`src/rtl/sa_accept_unit_if.sv`:
```
// Request/result bundle for sa_accept_unit: valid/ready request side and valid/ready result side.
// rand_num carries the caller's uniform random fraction.
interface sa_accept_unit_if #(
    parameter int unsigned COST_W = 32,
    parameter int unsigned FRAC_W = 16,
    parameter int unsigned TINV_W = 32,
    parameter int unsigned TAG_W  = 4
);
    logic              in_valid;
    logic              in_ready;
    logic [COST_W-1:0] new_cost;
    logic [COST_W-1:0] old_cost;
    logic [TINV_W-1:0] tinv;
    logic [FRAC_W-1:0] rand_num;
    logic [TAG_W-1:0]  in_tag;
    logic              out_valid;
    logic              out_ready;
    logic [FRAC_W:0]   out_prob;
    logic              out_accept;
    logic [TAG_W-1:0]  out_tag;

    modport slave (
        input  in_valid, new_cost, old_cost, tinv, rand_num, in_tag, out_ready,
        output in_ready, out_valid, out_prob, out_accept, out_tag
    );

    modport master (
        output in_valid, new_cost, old_cost, tinv, rand_num, in_tag, out_ready,
        input  in_ready, out_valid, out_prob, out_accept, out_tag
    );
endinterface

```
`src/rtl/sa_accept_unit.sv`:
```
// Pipelined simulated-annealing acceptance unit: p = e^-(diff*tinv), accept = le | (rand < p).
// Define SA_ACCEPT_INTERP_EN to add a fifth, linear-interpolation stage on the 2^-f table.
module sa_accept_unit #(
    parameter int unsigned COST_W = 32,
    parameter int unsigned FRAC_W = 16,
    parameter int unsigned TINV_W = 32,
    parameter int unsigned TAG_W  = 4
) (
    input logic             clk,
    input logic             rst,
    sa_accept_unit_if.slave bus
);
    localparam int unsigned XW = FRAC_W + 8;
    localparam int unsigned PW = COST_W + TINV_W;
    localparam int unsigned YW = 2 * FRAC_W + 9;
    localparam logic [FRAC_W:0] LOG2E =
        (FRAC_W+1)'($rtoi(1.4426950409 * (2.0 ** FRAC_W) + 0.5));
    localparam logic [FRAC_W:0] P_ONE = {1'b1, {FRAC_W{1'b0}}};
    localparam logic [8:0]      K_MAX = 9'(FRAC_W);
`ifdef SA_ACCEPT_INTERP_EN
    localparam int unsigned LUT_N = 17;
    localparam int unsigned F3W   = FRAC_W;
`else
    localparam int unsigned LUT_N = 16;
    localparam int unsigned F3W   = 4;
`endif

    // Table entries are rounded at 24 fraction bits, then truncated to FRAC_W.
    function automatic logic [FRAC_W:0] lut_entry(input int unsigned i);
        int unsigned q;
        q = $rtoi((2.0 ** (-(real'(i)) / 16.0)) * 16777216.0 + 0.5);
        return (FRAC_W+1)'(q >> (24 - FRAC_W));
    endfunction

    logic [FRAC_W:0] w_lut [LUT_N];
    for (genvar g = 0; g < LUT_N; g++) begin : g_lut
        assign w_lut[g] = lut_entry(g);
    end

    logic w_adv;
    logic r_ov;
    assign w_adv        = bus.out_ready | ~r_ov;
    assign bus.in_ready = w_adv;

    // S1: signed difference at COST_W+1 bits so large costs never wrap
    logic [COST_W:0]   w_diff;
    logic              w_le;
    logic [COST_W-1:0] w_abs;
    assign w_diff = {1'b0, bus.new_cost} - {1'b0, bus.old_cost};
    assign w_le   = w_diff[COST_W] | (w_diff == '0);
    assign w_abs  = w_diff[COST_W] ? (bus.old_cost - bus.new_cost) : w_diff[COST_W-1:0];

    logic              r_v1, r_le1;
    logic [COST_W-1:0] r_d1;
    logic [TINV_W-1:0] r_tinv1;
    logic [FRAC_W-1:0] r_rand1;
    logic [TAG_W-1:0]  r_tag1;

    // S2: d is integral, so d*tinv is already x in Q.FRAC_W
    logic [PW-1:0] w_xfull;
    logic          w_sat;
    logic [XW-1:0] w_x;
    assign w_xfull = PW'(r_d1) * PW'(r_tinv1);
    assign w_sat   = |w_xfull[PW-1:XW];
    assign w_x     = w_sat ? '1 : w_xfull[XW-1:0];

    logic              r_v2, r_le2, r_sat2;
    logic [XW-1:0]     r_x2;
    logic [FRAC_W-1:0] r_rand2;
    logic [TAG_W-1:0]  r_tag2;

    // S3: convert to base 2, split into integer shift k and fraction f
    logic [YW-1:0]     w_y;
    logic [8:0]        w_k;
    logic [FRAC_W-1:0] w_f;
    assign w_y = YW'(r_x2) * YW'(LOG2E);
    assign w_k = w_y[YW-1:2*FRAC_W];
    assign w_f = w_y[2*FRAC_W-1:FRAC_W];

    logic              r_v3, r_le3, r_sat3;
    logic [8:0]        r_k3;
    logic [F3W-1:0]    r_f3;
    logic [FRAC_W-1:0] r_rand3;
    logic [TAG_W-1:0]  r_tag3;
    logic [3:0]        w_idx3;
    assign w_idx3 = r_f3[F3W-1 -: 4];

    logic              w_fv, w_fle, w_fsat;
    logic [8:0]        w_fk;
    logic [FRAC_W:0]   w_fbase;
    logic [FRAC_W-1:0] w_frand;
    logic [TAG_W-1:0]  w_ftag;

`ifdef SA_ACCEPT_INTERP_EN
    localparam int unsigned IPW = 2 * FRAC_W - 3;

    logic [4:0] w_ia, w_ib;
    assign w_ia = {1'b0, w_idx3};
    assign w_ib = w_ia + 5'd1;

    logic              r_v4, r_le4, r_sat4;
    logic [8:0]        r_k4;
    logic [FRAC_W:0]   r_a4, r_b4;
    logic [FRAC_W-5:0] r_flow4;
    logic [FRAC_W-1:0] r_rand4;
    logic [TAG_W-1:0]  r_tag4;

    always_ff @(posedge clk or posedge rst) begin
        if (rst) begin
            r_v4    <= 1'b0;
            r_le4   <= 1'b0;
            r_sat4  <= 1'b0;
            r_k4    <= '0;
            r_a4    <= '0;
            r_b4    <= '0;
            r_flow4 <= '0;
            r_rand4 <= '0;
            r_tag4  <= '0;
        end else if (w_adv) begin
            r_v4    <= r_v3;
            r_le4   <= r_le3;
            r_sat4  <= r_sat3;
            r_k4    <= r_k3;
            r_a4    <= w_lut[w_ia];
            r_b4    <= w_lut[w_ib];
            r_flow4 <= r_f3[FRAC_W-5:0];
            r_rand4 <= r_rand3;
            r_tag4  <= r_tag3;
        end
    end

    // S5: interpolate between adjacent table points, slope is non-negative
    logic [FRAC_W:0] w_delta;
    logic [IPW-1:0]  w_ip;
    assign w_delta = r_a4 - r_b4;
    assign w_ip    = IPW'(w_delta) * IPW'(r_flow4);

    assign w_fv    = r_v4;
    assign w_fle   = r_le4;
    assign w_fsat  = r_sat4;
    assign w_fk    = r_k4;
    assign w_fbase = r_a4 - w_ip[IPW-1:FRAC_W-4];
    assign w_frand = r_rand4;
    assign w_ftag  = r_tag4;

    logic w_unused;
    assign w_unused = ^{w_y[FRAC_W-1:0], w_ip[FRAC_W-5:0]};
`else
    assign w_fv    = r_v3;
    assign w_fle   = r_le3;
    assign w_fsat  = r_sat3;
    assign w_fk    = r_k3;
    assign w_fbase = w_lut[w_idx3];
    assign w_frand = r_rand3;
    assign w_ftag  = r_tag3;

    logic w_unused;
    assign w_unused = ^{w_y[FRAC_W-1:0], w_f[FRAC_W-5:0]};
`endif

    logic [FRAC_W:0] w_prob;
    logic            w_acc;
    always_comb begin
        w_prob = '0;
        if (w_fle) begin
            w_prob = P_ONE;
        end else if (!w_fsat && (w_fk <= K_MAX)) begin
            w_prob = w_fbase >> w_fk;
        end
    end
    assign w_acc = w_fle | ({1'b0, w_frand} < w_prob);

    logic [FRAC_W:0]  r_oprob;
    logic             r_oacc;
    logic [TAG_W-1:0] r_otag;

    always_ff @(posedge clk or posedge rst) begin
        if (rst) begin
            r_v1    <= 1'b0;
            r_le1   <= 1'b0;
            r_d1    <= '0;
            r_tinv1 <= '0;
            r_rand1 <= '0;
            r_tag1  <= '0;
            r_v2    <= 1'b0;
            r_le2   <= 1'b0;
            r_sat2  <= 1'b0;
            r_x2    <= '0;
            r_rand2 <= '0;
            r_tag2  <= '0;
            r_v3    <= 1'b0;
            r_le3   <= 1'b0;
            r_sat3  <= 1'b0;
            r_k3    <= '0;
            r_f3    <= '0;
            r_rand3 <= '0;
            r_tag3  <= '0;
            r_ov    <= 1'b0;
            r_oprob <= '0;
            r_oacc  <= 1'b0;
            r_otag  <= '0;
        end else if (w_adv) begin
            r_v1    <= bus.in_valid;
            r_le1   <= w_le;
            r_d1    <= w_abs;
            r_tinv1 <= bus.tinv;
            r_rand1 <= bus.rand_num;
            r_tag1  <= bus.in_tag;
            r_v2    <= r_v1;
            r_le2   <= r_le1;
            r_sat2  <= w_sat;
            r_x2    <= w_x;
            r_rand2 <= r_rand1;
            r_tag2  <= r_tag1;
            r_v3    <= r_v2;
            r_le3   <= r_le2;
            r_sat3  <= r_sat2;
            r_k3    <= w_k;
            r_f3    <= w_f[FRAC_W-1 -: F3W];
            r_rand3 <= r_rand2;
            r_tag3  <= r_tag2;
            r_ov    <= w_fv;
            r_oprob <= w_prob;
            r_oacc  <= w_acc;
            r_otag  <= w_ftag;
        end
    end

    assign bus.out_valid  = r_ov;
    assign bus.out_prob   = r_oprob;
    assign bus.out_accept = r_oacc;
    assign bus.out_tag    = r_otag;
endmodule

```
`src/flat_wrapper.sv`:
```
// flat-port wrapper written by rule: the top's interface ports become plain ports
module sa_accept_unit_flat 
#(
    parameter int unsigned COST_W = 32,
    parameter int unsigned FRAC_W = 16,
    parameter int unsigned TINV_W = 32,
    parameter int unsigned TAG_W  = 4
)
  (clk, rst, bus_in_valid, bus_new_cost, bus_old_cost, bus_tinv, bus_rand_num, bus_in_tag, bus_out_ready, bus_in_ready, bus_out_valid, bus_out_prob, bus_out_accept, bus_out_tag);
  sa_accept_unit_if #(.COST_W(COST_W), .FRAC_W(FRAC_W), .TINV_W(TINV_W), .TAG_W(TAG_W)) bus_i ();
  input logic clk;
  input logic rst;
  input wire logic [$bits(bus_i.in_valid)-1:0] bus_in_valid;
  input wire logic [$bits(bus_i.new_cost)-1:0] bus_new_cost;
  input wire logic [$bits(bus_i.old_cost)-1:0] bus_old_cost;
  input wire logic [$bits(bus_i.tinv)-1:0] bus_tinv;
  input wire logic [$bits(bus_i.rand_num)-1:0] bus_rand_num;
  input wire logic [$bits(bus_i.in_tag)-1:0] bus_in_tag;
  input wire logic [$bits(bus_i.out_ready)-1:0] bus_out_ready;
  output wire logic [$bits(bus_i.in_ready)-1:0] bus_in_ready;
  output wire logic [$bits(bus_i.out_valid)-1:0] bus_out_valid;
  output wire logic [$bits(bus_i.out_prob)-1:0] bus_out_prob;
  output wire logic [$bits(bus_i.out_accept)-1:0] bus_out_accept;
  output wire logic [$bits(bus_i.out_tag)-1:0] bus_out_tag;
  assign bus_i.in_valid = bus_in_valid;
  assign bus_i.new_cost = bus_new_cost;
  assign bus_i.old_cost = bus_old_cost;
  assign bus_i.tinv = bus_tinv;
  assign bus_i.rand_num = bus_rand_num;
  assign bus_i.in_tag = bus_in_tag;
  assign bus_i.out_ready = bus_out_ready;
  assign bus_in_ready = bus_i.in_ready;
  assign bus_out_valid = bus_i.out_valid;
  assign bus_out_prob = bus_i.out_prob;
  assign bus_out_accept = bus_i.out_accept;
  assign bus_out_tag = bus_i.out_tag;
  sa_accept_unit #(.COST_W(COST_W), .FRAC_W(FRAC_W), .TINV_W(TINV_W), .TAG_W(TAG_W)) u_core (.clk(clk), .rst(rst), .bus(bus_i));
endmodule
```
`config.mk`:
```
export PLATFORM = sky130hd
export DESIGN_NAME = sa_accept_unit_flat
export DESIGN_NICKNAME = d
export VERILOG_FILES = /design/src/rtl/sa_accept_unit_if.sv /design/src/rtl/sa_accept_unit.sv /design/src/flat_wrapper.sv
export SDC_FILE = /design/constraint.sdc
export NUM_CORES = 2
export LEC_CHECK = 0
export CORE_UTILIZATION = 55
export DETAILED_ROUTE_END_ITERATION = 8
export GPL_TIMING_DRIVEN = 0
export PLACE_DENSITY = 0.68
export SETUP_SLACK_MARGIN = 0.1
export SLEW_MARGIN = 0
export SYNTH_ARGS = -nofsm -noshare
export SYNTH_HDL_FRONTEND = slang
export SYNTH_SLANG_ARGS = --single-unit
```
`constraint.sdc`:
```
create_clock -name clk -period 15 [get_ports clk]
set_clock_uncertainty 0.1 [all_clocks]
set_input_delay 3.75 -clock clk [delete_from_list [all_inputs] [get_ports clk]]
set_output_delay 3.75 -clock clk [all_outputs]
set_load 0.005 [all_outputs]
```
## Yosys cells after proc, flatten, opt, wreduce, memory -nomap -nowiden

Memories as Yosys holds them, arrays and structs flattened.
Index checks and enable logic that the tools add are counted.

- Add/subtract/negate cells: 2
- Multipliers: 2
- $lt $le $gt $ge: 3
- Shifts and indexed selects: 1
- Multiplexer cells: 6
- Bitwise logic cells: 5
- Reduce and logical (&&, ||, !) cells: 4

Operators with widths:

| kind | count |
|---|---|
| two-way mux 17 bit | 4 |
| multiplier 32 x 32 -> 64 bit | 1 |
| OR reduction 40 bit | 1 |
| multiplier 24 x 15 -> 39 bit, second input constant | 1 |
| zero test 33 bit | 1 |
| subtractor 32 x 32 -> 33 bit | 1 |
| two-way mux 32 bit | 1 |
| subtractor 32 bit | 1 |
| two-way mux 24 bit | 1 |
| < comparator 16 x 17 -> 1 bit | 1 |
| right shift 17 x 9 -> 17 bit | 1 |
| <= comparator 9 x 5 -> 1 bit, second input constant | 1 |
| >= comparator 5 bit, second input constant | 1 |
| NOT 4 -> 5 bit | 1 |
| OR 1 bit | 3 |
| logical AND 1 bit | 1 |
| zero test 1 bit | 1 |
| NOT 1 bit | 1 |

- Bits in registers: 192
- ROM bits: 272
- Input port bits: 120
- Output and inout bits: 24
- Logic and storage cells: 47
- Memories: 1

Memory list:

| memory | words | bits a word | rd ports | clocked after Yosys merged registers in | wr ports | line | text |
|---|---|---|---|---|---|---|---|
| (no name shown) | 16 | 17 | 1 | 0 | 0 | sa_accept_unit.sv:153 | `assign w_fbase = w_lut[w_idx3];` |

## Depth between registers and ports, before layout

- Depth after elaboration: 9
- Mapped depth: 33
- Mapped depth without buffers: 30

## Worst setup path after synthesis

OpenSTA, ideal clock, no wires.

- Path kind: in2out
- Start: input port bus_out_ready
- End: output port bus_in_ready
- Arrival: 4.637 ns
- Required time: 11.150 ns
- Path slack: 6.513 ns
- Stages on the path: 5
- Path buffers: 3
- Cell sequence: nor2b_1 > clkbuf_1 > inv_2 > clkbuf_1 > clkbuf_1

- Cells in the longest elaborated chain, start to end: 1

RTL lines:

| item | line | text |
|---|---|---|
| from (decl) | flat_wrapper.sv:19 | `input wire logic [$bits(bus_i.out_ready)-1:0] bus_out_ready;` |
| OR 1 bit | sa_accept_unit.sv:42 | `assign w_adv = bus.out_ready \| ~r_ov;` |
| to (decl) | flat_wrapper.sv:20 | `output wire logic [$bits(bus_i.in_ready)-1:0] bus_in_ready;` |

No other way between the ends.

## Worst setup path in the final report

- Start: register u_core.r_d1[14]
- End: register u_core.r_x2[23]

- Cells in the longest elaborated chain, start to end: 3

RTL lines:

| item | line | text |
|---|---|---|
| from (decl) | sa_accept_unit.sv:54 | `logic [COST_W-1:0] r_d1;` |
| from (signal assigned) | sa_accept_unit.sv:205 | `r_d1 <= w_abs;` |
| multiplier 32 x 32 -> 64 bit (*) | sa_accept_unit.sv:63 | `assign w_xfull = PW'(r_d1) * PW'(r_tinv1);` |
| OR reduction 40 bit | sa_accept_unit.sv:64 | `assign w_sat = \|w_xfull[PW-1:XW];` |
| two-way mux 24 bit (*) | sa_accept_unit.sv:65 | `assign w_x = w_sat ? '1 : w_xfull[XW-1:0];` |
| to (signal assigned) | sa_accept_unit.sv:212 | `r_x2 <= w_x;` |
| to (decl) | sa_accept_unit.sv:68 | `logic [XW-1:0] r_x2;` |

Mark *: on every way between the ends. The rest lies on a longest branch, timed or not.
A chain may end at the register's enable or synchronous reset.

==> results.sh <==
export IMPL_status="finished, final reports clean"
export IMPL_yosysMostFrequentCell="fa_1"
export IMPL_syn2layout_area_growth_pct=7.14
export IMPL_startpoint="u_core.r_d1[14]$_DFFE_PP0P_"
export IMPL_critPathRequiredTime_ns=15.27
export IMPL_utilization_pct=59.5
export IMPL_reg2reg_from="u_core.r_d1[14]$_DFFE_PP0P_"
export IMPL_drv_cap=0
export IMPL_critPathMaxStageDelay_ns=1.05
export IMPL_final_hold_violation_count=0
export IMPL_ys_flop_type="dfrtp_1"
export IMPL_rsz0062_at_grt="no"
export IMPL_synthTopCellsByCount="fa_1, nand2_1, inv_1"
export IMPL_cts_resized=0
export IMPL_die_y_um=306
export IMPL_grt_pass1_wl_mm=258
export IMPL_cts_num_sinks=192
export IMPL_post_route_min_period_ns=10.86
export IMPL_ioPinCount=144
export IMPL_clock_latency_ns=0.54
export IMPL_clk_pin_slew_worst_paths_ns=0.08
export IMPL_antenna_found_initial=10
export IMPL_async_reset_ff_share_pct=100
export IMPL_die_w_um=306
export IMPL_wl_per_cell_um=24.0
export IMPL_port_buffers=143
export IMPL_numCtsBuffers=17
export IMPL_slowest_stage="clkbuf_1"
export IMPL_cp_num_buf_inv=4
export IMPL_rrSetupSlack_ns=4.14
export IMPL_end_kind="flip-flop"
export IMPL_cp_start_kind="flip-flop"
export IMPL_dr_pass1_iters=6
export IMPL_drt_iter0_drc=3333
export IMPL_setup_slack_ns=4.14
export IMPL_postCtsHoldBufs=0
export IMPL_fin_crit_sh_pct=72.4
export IMPL_cts_buffer_depth=2
export IMPL_drtAntennaViolNets=0
export IMPL_start_util_pct=55.5
export IMPL_vias=40800
export IMPL_synth_cell_types=93
export IMPL_routed_via_density=5.81
export IMPL_synth_top_cell_by_area="fa_1"
export IMPL_dp_hpwl_mm=142
export IMPL_rows=111
export IMPL_fin_area_um2=54500
export IMPL_synth_cell_area_um2=50900
export IMPL_grt_max_degree=114
export IMPL_finalMaxSlewViolations=0
export IMPL_cts_htree_levels=4
export IMPL_syn_num_nets=7305
export IMPL_yosys_top_cells_area="fa_1, ha_1, dfrtp_1"
export IMPL_dp_slack_ns=4.35
export IMPL_setup_viol=0
export IMPL_worst_path_most_repeated_cell="fa_1"
export IMPL_crit_end="u_core.r_x2[23]$_DFFE_PP0P_"
export IMPL_synth_seq_area_share_pct=9.44
export IMPL_worst_pin_slew_ns=1.45
export IMPL_tns_ns=0
export IMPL_wirelength_mm=168
export IMPL_grtUsageTotal_pct=37.2
export IMPL_synth_edf_count=0
export IMPL_nNetsFinal=7468
export IMPL_syn_inst=5649
export IMPL_fmax_mhz=92.1
export IMPL_path_depth=26
export IMPL_final_layout_size_suffix_gt1_share_pct=1.99
export IMPL_die_area_um2=93800
export IMPL_gr_total_overflow=0
export IMPL_r2r_worst_path_cells=26
export IMPL_hp_class="flip-flop to flip-flop"
export IMPL_synth_seq_cells=192
export IMPL_slew_headroom_pct=3.20
export IMPL_cts_setup_buffers=0
export IMPL_critical_path_class="flip-flop to flip-flop"
export IMPL_cp_top_family="adder cells"
export IMPL_yosysTopAreaCellShare_pct=39.9
export IMPL_clockRootBuffer="clkbuf_16"
export IMPL_cts_tree="done"
export IMPL_syn_area_per_cell_um2=9.01
export IMPL_grt_pass1_vias=42200
export IMPL_drc=0
export IMPL_core_area_um2=91700
export IMPL_critPathMaxFanout=10
export IMPL_cp_arrival_ns=11.13
export IMPL_r2r_end="u_core.r_x2[23]$_DFFE_PP0P_"
export IMPL_dpl_cell_area_um2=53900
export IMPL_place_gp_congestion=1.08
export IMPL_yosysWarnings=0
==> cell type report <==
| class | count | area (um2) |
|---|---|---|
| plain buffers | 313 | 1240 |
| clock buffers | 17 | 425 |
| repair buffers | 144 | 1460 |
| well taps | 1186 | 1480 |
| fillers | 8240 | 37100 |
| flip-flops and latches | 192 | 4800 |
| multi-input cells | 4255 | 41500 |
| clock inverters | 15 | 239 |
| diodes | 7 | 17.5 |
| inverters | 889 | 3340 |
==> routing by layer <==
| metal | wire (um) | GRT usage [%] | vias to the layer above | part of all wire, % |
|---|---|---|---|---|
| li1 | - | - | 17900 | - |
| met1 | 67700 | 50.2 | 20600 | 40 |
| met2 | 74000 | 56.0 | 1831 | 44 |
| met3 | 16800 | 9.28 | 406 | 10 |
| met4 | 9900 | 18.7 | 4 | 5.9 |
| met5 | 24 | 0 | - | 0.014 |
==> how the worst min path moves through the flow <==
stage | startpoint | endpoint | slack (ns) | cells past startpoint
floorplan | u_core.r_v3$_DFFE_PP0P_ | u_core.r_v3$_DFFE_PP0P_ | 0.33 | 2
global placement | u_core.r_v3$_DFFE_PP0P_ | u_core.r_v3$_DFFE_PP0P_ | 0.34 | 2
detailed placement | u_core.r_tag3[1]$_DFFE_PP0P_ | u_core.r_tag3[1]$_DFFE_PP0P_ | 0.36 | 2
CTS | u_core.r_rand1[14]$_DFFE_PP0P_ | u_core.r_rand2[14]$_DFFE_PP0P_ | 0.37 | 2
global route | u_core.r_v1$_DFFE_PP0P_ | u_core.r_v2$_DFFE_PP0P_ | 0.39 | 2
finish | u_core.r_v2$_DFFE_PP0P_ | u_core.r_v2$_DFFE_PP0P_ | 0.37 | 2
==> flip-flops by register name, summed over array words and instances, names as in the netlist, 4 cells and up <==
signal,count
u_core.bus.out_prob,17
u_core.r_tag1,4
u_core.r_x2,24
u_core.r_rand3,16
u_core.r_f3,4
u_core.bus.out_tag,4
u_core.r_d1,32
u_core.r_rand2,16
u_core.r_tinv1,32
u_core.r_k3,9
u_core.r_rand1,16
u_core.r_tag2,4
u_core.r_tag3,4
==> layout by cell type, fill, tap and decap left out, types with 27 or more instances in the layout <==
| cell type | instances |
|---|---|
| a21o_1 | 40 |
| a21oi_1 | 206 |
| and2_1 | 526 |
| clkbuf_1 | 279 |
| clkdlybuf4s50_1 | 143 |
| dfrtp_1 | 192 |
| fa_1 | 1015 |
| ha_1 | 521 |
| inv_1 | 886 |
| mux2i_1 | 29 |
| nand2_1 | 1008 |
| nand3_1 | 32 |
| nand4_1 | 35 |
| nor2_1 | 157 |
| nor3_1 | 40 |
| o21ai_0 | 125 |
| o21bai_1 | 27 |
| xnor2_1 | 70 |
==> cells by family after synthesis <==
family | count (synthesis) | share of synthesized area (%)
AND/OR/NAND/NOR | 1935 | 18.0
adder cells (fa/ha/maj) | 1536 | 52.7
buffers and inverters | 1202 | 8.99
AO/OA/AOI/OAI | 650 | 8.33
flip-flops | 192 | 9.44
XOR/XNOR | 94 | 1.62
multiplexers | 40 | 0.880
==> worst register-to-register path: cells and delay by family, from the launching register on <==
kind | cells | cell delay (ns)
buffers and inverters | 4 | 1.73
multiplexers | 1 | 0.38
adder cells (fa/ha/maj) | 9 | 4.42
flip-flops | 1 | 0.65
AND/OR/NAND/NOR | 3 | 1.09
AO/OA/AOI/OAI | 9 | 2.35
==> stage by stage <==
| step | instances | hold WS (ns) |
|---|---|---|
| 2_1_floorplan | 5649 | 0.330 |
| 3_3_place_gp | 6978 | 0.344 |
| 3_5_place_dp | 6979 | 0.355 |
| 4_1_cts | 7011 | 0.371 |
| 5_1_grt | 7014 | 0.389 |
| 6_report | 7018 | 0.372 |
Power is not shown: default switching activity piles up to over one toggle a cycle in this logic, so the estimate is an artifact.
